==> config.mk <==
export PLATFORM = sky130hd
export DESIGN_NAME = trap_sequencer
export DESIGN_NICKNAME = d
export VERILOG_FILES = /design/src/rtl/trap_sequencer_pkg.sv /design/src/rtl/trap_sequencer_irq.sv /design/src/rtl/trap_sequencer.sv
export SDC_FILE = /design/constraint.sdc
export NUM_CORES = 1
export LEC_CHECK = 0
export CORE_AREA = 2 2 151 153
export DETAILED_ROUTE_END_ITERATION = 8
export DIE_AREA = 0 0 153 155
export PLACE_DENSITY = 0.53
export SYNTH_ARGS = -nofsm -noshare
export SYNTH_HDL_FRONTEND = slang
export SYNTH_SLANG_ARGS = --single-unit
==> constraint.sdc <==
create_clock -name clk -period 4.2 [get_ports clk]
set_input_delay 0.84 -clock clk [delete_from_list [all_inputs] [get_ports clk]]
set_output_delay 0.84 -clock clk [all_outputs]
set_load 0.02 [all_outputs]
==> src/rtl/trap_sequencer_pkg.sv <==
// Shared trap/CSR types and constants for the machine-mode trap path.
// Cause codes, mstatus layout, interrupt masks and trap FSM states.
package trap_sequencer_pkg;

  localparam logic [31:0] M_INSN_MISALIGN = 32'd0;
  localparam logic [31:0] M_ILL_INSTR     = 32'd2;
  localparam logic [31:0] M_BREAKPOINT    = 32'd3;
  localparam logic [31:0] M_LOAD_AFAULT   = 32'd5;
  localparam logic [31:0] M_STORE_AFAULT  = 32'd7;
  localparam logic [31:0] M_ECALL         = 32'd11;

  localparam logic [31:0] M_SW_INT    = 32'h8000_0003;
  localparam logic [31:0] M_TIMER_INT = 32'h8000_0007;
  localparam logic [31:0] M_EXT_INT   = 32'h8000_000B;

  localparam int MSIP_BIT = 3;
  localparam int MTIP_BIT = 7;
  localparam int MEIP_BIT = 11;

  localparam logic [31:0] SUPPORTED_INTERRUPTS_MASK =
    (32'd1 << MEIP_BIT) | (32'd1 << MTIP_BIT);

  localparam logic [1:0] PRIV_M = 2'b11;

  typedef struct packed {
    logic [18:0] rsvd_hi;
    logic [1:0]  mpp;
    logic [2:0]  rsvd_mid;
    logic        mpie;
    logic [2:0]  rsvd_lo;
    logic        mie;
    logic [2:0]  rsvd_0;
  } mstatus_csr_t;

  typedef enum logic [1:0] {
    IDLE = 2'd0,
    SAVE = 2'd1,
    JUMP = 2'd2,
    RET  = 2'd3
  } trap_state_t;

endpackage

==> src/rtl/trap_sequencer_irq.sv <==
// Combinational interrupt prioritizer: pending & enabled & supported,
// gated by mstatus.mie; external beats timer.
module irq_prioritizer
  import trap_sequencer_pkg::*;
(
  input  logic        mstatus_mie,
  input  logic [31:0] mip,
  input  logic [31:0] mie,
  output logic        irq_valid,
  output logic [31:0] irq_cause
);

  logic [31:0] pend;

  always_comb begin
    pend      = mip & mie & SUPPORTED_INTERRUPTS_MASK;
    irq_valid = mstatus_mie & (|pend);
    irq_cause = '0;
    if (pend[MEIP_BIT])
      irq_cause = M_EXT_INT;
    else if (pend[MTIP_BIT])
      irq_cause = M_TIMER_INT;
  end

endmodule

==> src/rtl/trap_sequencer.sv <==
// Machine-mode trap controller: exception/interrupt entry and MRET,
// driving the CSR trap write port and the fetch redirect.
module trap_sequencer
  import trap_sequencer_pkg::*;
#(
  parameter logic [31:0] MTVEC_BASE = 32'h8000_0004,
  parameter bit          VECTORED   = 1'b0
) (
  input  logic        clk,
  input  logic        rst,
  input  logic        exc_valid_i,
  input  logic [31:0] exc_cause_i,
  input  logic [31:0] exc_tval_i,
  input  logic        mret_i,
  input  logic        boundary_i,
  input  logic [31:0] pc_i,
  input  logic [31:0] mstatus_i,
  input  logic [31:0] mie_i,
  input  logic [31:0] mip_i,
  input  logic [31:0] mepc_i,
  output logic        busy_o,
  output logic        trap_we_o,
  output logic [31:0] mepc_o,
  output logic [31:0] mcause_o,
  output logic [31:0] mtval_o,
  output logic        mstatus_we_o,
  output logic [31:0] mstatus_o,
  output logic        redirect_o,
  output logic [31:0] redirect_pc_o
);

  trap_state_t  state, state_nx;
  logic [31:0]  cap_cause, cap_pc, cap_tval;
  logic [31:0]  cause_nx, pc_nx, tval_nx;
  logic         irq_valid;
  logic [31:0]  irq_cause;
  logic         take_irq, take_exc, take_ret;
  mstatus_csr_t ms_in, ms_out;
  logic [31:0]  vec_pc;

  irq_prioritizer u_irq (
    .mstatus_mie (mstatus_i[3]),
    .mip         (mip_i),
    .mie         (mie_i),
    .irq_valid   (irq_valid),
    .irq_cause   (irq_cause)
  );

  assign take_irq = irq_valid & boundary_i;
  assign take_exc = exc_valid_i & ~take_irq;
  assign take_ret = mret_i & ~take_irq & ~exc_valid_i;

  always_comb begin
    state_nx = state;
    cause_nx = cap_cause;
    pc_nx    = cap_pc;
    tval_nx  = cap_tval;
    unique case (state)
      IDLE: begin
        unique case (1'b1)
          take_irq: begin
            state_nx = SAVE;
            cause_nx = irq_cause;
            pc_nx    = pc_i;
            tval_nx  = '0;
          end
          take_exc: begin
            state_nx = SAVE;
            cause_nx = exc_cause_i;
            pc_nx    = pc_i;
            tval_nx  = exc_tval_i;
          end
          take_ret: state_nx = RET;
          default:  state_nx = IDLE;
        endcase
      end
      SAVE:    state_nx = JUMP;
      JUMP:    state_nx = IDLE;
      RET:     state_nx = IDLE;
      default: state_nx = IDLE;
    endcase
  end

  always_ff @(posedge clk or posedge rst) begin
    if (rst) begin
      state     <= IDLE;
      cap_cause <= '0;
      cap_pc    <= '0;
      cap_tval  <= '0;
    end else begin
      state     <= state_nx;
      cap_cause <= cause_nx;
      cap_pc    <= pc_nx;
      cap_tval  <= tval_nx;
    end
  end

  // Only interrupts use the vectored slot; exceptions land on the base.
  assign vec_pc = (VECTORED && cap_cause[31])
                ? MTVEC_BASE + {25'd0, cap_cause[4:0], 2'b00}
                : MTVEC_BASE;

  always_comb begin
    ms_in         = mstatus_csr_t'(mstatus_i);
    ms_out        = ms_in;
    busy_o        = 1'b0;
    trap_we_o     = 1'b0;
    mepc_o        = '0;
    mcause_o      = '0;
    mtval_o       = '0;
    mstatus_we_o  = 1'b0;
    mstatus_o     = '0;
    redirect_o    = 1'b0;
    redirect_pc_o = '0;
    unique case (state)
      IDLE: busy_o = take_irq | exc_valid_i | mret_i;
      SAVE: begin
        busy_o       = 1'b1;
        trap_we_o    = 1'b1;
        mepc_o       = {cap_pc[31:2], 2'b00};
        mcause_o     = cap_cause;
        mtval_o      = cap_tval;
        ms_out.mpie  = ms_in.mie;
        ms_out.mie   = 1'b0;
        ms_out.mpp   = PRIV_M;
        mstatus_we_o = 1'b1;
        mstatus_o    = ms_out;
      end
      JUMP: begin
        busy_o        = 1'b1;
        redirect_o    = 1'b1;
        redirect_pc_o = vec_pc;
      end
      RET: begin
        busy_o        = 1'b1;
        ms_out.mie    = ms_in.mpie;
        ms_out.mpie   = 1'b1;
        ms_out.mpp    = PRIV_M;
        mstatus_we_o  = 1'b1;
        mstatus_o     = ms_out;
        redirect_o    = 1'b1;
        redirect_pc_o = mepc_i;
      end
      default: busy_o = 1'b0;
    endcase
  end

endmodule

==> out/results.txt <==
# rows -> 55
Worst path cell trace -> clkdlybuf4s50_1 > a22oi_1 > nor2_1 > or4_1 > clkdlybuf4s50_1
HP Start -> cap_cause[0]$_DFFE_PP0P_
Vias per cell -> 4.295
Final design utilization -> 0.3857
CTS H-tree depth -> 3
Leakage -> 3.675 nW
Syn Inst Count -> 415
CP Launch Point -> mip_i[7]
Area delta synth->final -> 80.65%
Status -> completed
CP Data Required Time -> 3.36 ns
Top cells by area, synth -> dfrtp_1 (51%), and2_1 (16%), a22o_1 (11%)
Mapped Area -> 0.004746 mm^2
Drt first pass iters -> 6
Vias in the first global route -> 4776
Seq/Total Area, Yosys -> 0.5062
F_max -> 271.3 MHz
Met2 usage -> 0.2486
Sequential cell area -> 0.002402 mm^2
CTS resizes -> 0
First-pass GRT wire length -> 27480 um
DRC -> 0
M1 GR Usage -> 0.1833
Hold slack -> 0.4795 ns
Avg Synthesized Cell Area -> 11.44 um^2
Worst Max-Slew Pin Slew -> 0.7909 ns
Skew final -> 0.007588 ns
Maximum fanout along the worst path -> 4
Port buffer count -> 326
Root buffer cell -> clkbuf_16
Fin crit period -> 3.685 ns
Yosys warns -> 0
DRT iter0 DRCs -> 190
Pin count of the biggest net entering global routing -> 95
Share of cells above drive strength 1 -> 0.08033
Starting density of the core -> 0.2135
Peak supply drop -> 259.2 uV
Synth area leader -> dfrtp_1
PD cells -> 662.6 mW/mm^2
Area of the multi-input gates -> 0.002125 mm^2
Num CTS Buffers -> 9
DRT antenna net count -> 0
Crit path launch type -> primary input
Die area -> 0.02372 mm^2
Ports -> 393
Worst-Skew Late Latency -> 0.35 ns
R2r setup slk -> 1.78 ns
Worst Hold End -> cap_cause[0]$_DFFE_PP0P_
Global-route met3 utilization -> 0.04485
CTS Buffer Depth -> 2
Most used cell along the critical path -> clkdlybuf4s50_1
CTS tree -> built
Final #Nets -> 946
Critical Path Slowest Stage Cell -> clkdlybuf4s50_1
Critical path type -> in2out
Hold_buf cts -> 0
R2r startpoint -> state[0]$_DFF_PP0_
Worst-path clk slew -> 0.06 ns
Postcts setup bufs -> 0
Slew margin rel. -> 0.4696
Hold Crit Class -> reg2reg
CP Data Arrival Time -> 2.85 ns
Slew Limit Fails -> 0
Final period utilization -> 0.8775
Avg WL per Cell -> 17.48 um
Final hold violations -> 0
Cell variety after synth -> 34
Worst-case reg-to-reg path depth -> 4
Setup tns final -> 0 ns
Worst setup EP type -> primary output
Die W -> 153 um
# diodes -> 0
Unrepaired setup endpoints after global routing -> no
Most used routing layer in global routing -> met2
Max incr delay on CP -> 0.57 ns
Top cell type's share of synthesized area -> 0.5062
Reg-to-reg endpoint -> cap_pc[18]$_DFFE_PP0P_
Clock Sinks -> 96
Filler Cells Inserted -> 2153
Final wirelength -> 17600 um
Initial antenna violation count -> 0
FF+latch count, synth -> 96
Vias -> 4325
Max Cap Viol -> 0
Hold path depth -> 1
HPWL Detailed -> 13250 um
Final Setup Violations -> 0
Final GP Congestion -> 0.8754
Core Footprint -> 0.02223 mm^2
Die Y -> 155 um
Tot GR Track Use -> 0.1467
Grt ovf -> 0
-- how the worst max path moves through the flow --
stage	to	slack [ns]
3_5_place_dp	busy_o	0.53
3_3_place_gp	busy_o	0.58
4_1_cts	busy_o	0.53
5_1_grt	busy_o	0.40
2_1_floorplan	cap_cause[0]$_DFFE_PP0P_	0.85
6_report	busy_o	0.51
-- power breakdown --
| group | internal (W) | switching, W | leakage [nW] |
|---|---|---|---|
| Combinational | 0.00162 | 0.00149 | 2.34 |
| Clock | 0.000538 | 0.000391 | 0.166 |
| Sequential | 0.00138 | 0.000260 | 1.16 |
| Total | 0.00354 | 0.00214 | 3.68 |
-- cells by family (layout without fill, tap and decap cells) --
kind of cell,Yosys count,count (layout),synth area share
other cells,1,2,0.0007902
mux,30,30,0.09254
buf+inv,48,354,0.04983
simple gates,165,165,0.2146
flops,96,96,0.5062
compound gates,75,75,0.1360
-- critical path, delay by kind of cell --
family                 cells  cell delay [ns]
buffers and inverters      2             1.02
AND/OR/NAND/NOR            2             0.60
AO/OA/AOI/OAI              1             0.38
-- state kept, by name (all words and copies together), names as in the netlist --
| signal | flops |
|---|---|
| state | 2 |
| cap_cause | 32 |
| cap_tval | 32 |
| cap_pc | 30 |
-- cells in the mapped netlist (all sizes together) --
| cell | instances |
|---|---|
| o211ai | 1 |
| or4 | 1 |
| a221oi | 1 |
| o31a | 1 |
| nand2 | 1 |
| a221o | 2 |
| nor2 | 5 |
| nor2b | 1 |
| nand3 | 1 |
| buf | 17 |
| clkbuf | 27 |
| mux2 | 30 |
| a21oi | 1 |
| and2 | 121 |
| conb | 1 |
| a211oi | 1 |
| o211a | 1 |
| dfrtp | 96 |
| o22a | 3 |
| a22oi | 1 |
| nor3 | 1 |
| a22o | 59 |
| and3 | 32 |
| nand4 | 1 |
| o21ai | 1 |
| a21o | 1 |
| or2 | 1 |
| inv | 4 |
| o21a | 2 |
-- cell usage in the layout, fill, tap and decap left out, drive strengths merged --
cell type,instances
a211oi,1
a21o,1
a21oi,1
a221o,2
a221oi,1
a22o,59
a22oi,1
and2,121
and3,32
buf,8
bufinv,2
clkbuf,9
clkdlybuf4s50,326
clkinv,1
conb,2
dfrtp,96
inv,8
mux2,30
nand2,1
nand3,1
nand4,1
nor2,5
nor2b,1
nor3,1
o211a,1
o211ai,1
o21a,2
o21ai,1
o22a,3
o31a,1
or2,1
or4,1
-- final cells by class --
class,count,share of cell area
timing repair buffer,334,0.3891
sequential,96,0.2802
multi-input combinational,272,0.2478
tap,285,0.04159
clock buffer,9,0.02627
clock inverter,7,0.01299
inverter,4,0.002043
-- per-stage QoR --
| step | cell area [um^2] | setup WS (ns) | cells | total power, W |
|---|---|---|---|---|
| 2_1_floorplan | 4750 | 0.8546 | 416 | 0.003421 |
| 3_3_place_gp | 8237 | 0.5752 | 991 | 0.004734 |
| 3_5_place_dp | 8237 | 0.5336 | 991 | 0.004788 |
| 4_1_cts | 8573 | 0.5287 | 1007 | 0.005763 |
| 5_1_grt | 8573 | 0.3957 | 1007 | 0.006037 |
| 6_report | 8573 | 0.5147 | 1007 | 0.005681 |
-- routing by layer --
metal / up-vias / wire length [um] / share of wire
met5: - / 0 / 0
met4: 0 / 211 / 0.012
met3: 14 / 1246 / 0.071
met2: 202 / 8398 / 0.48
met1: 2077 / 7748 / 0.44
li1: 2032 / - / -
Note: power is estimated with default switching activity, not from simulation.
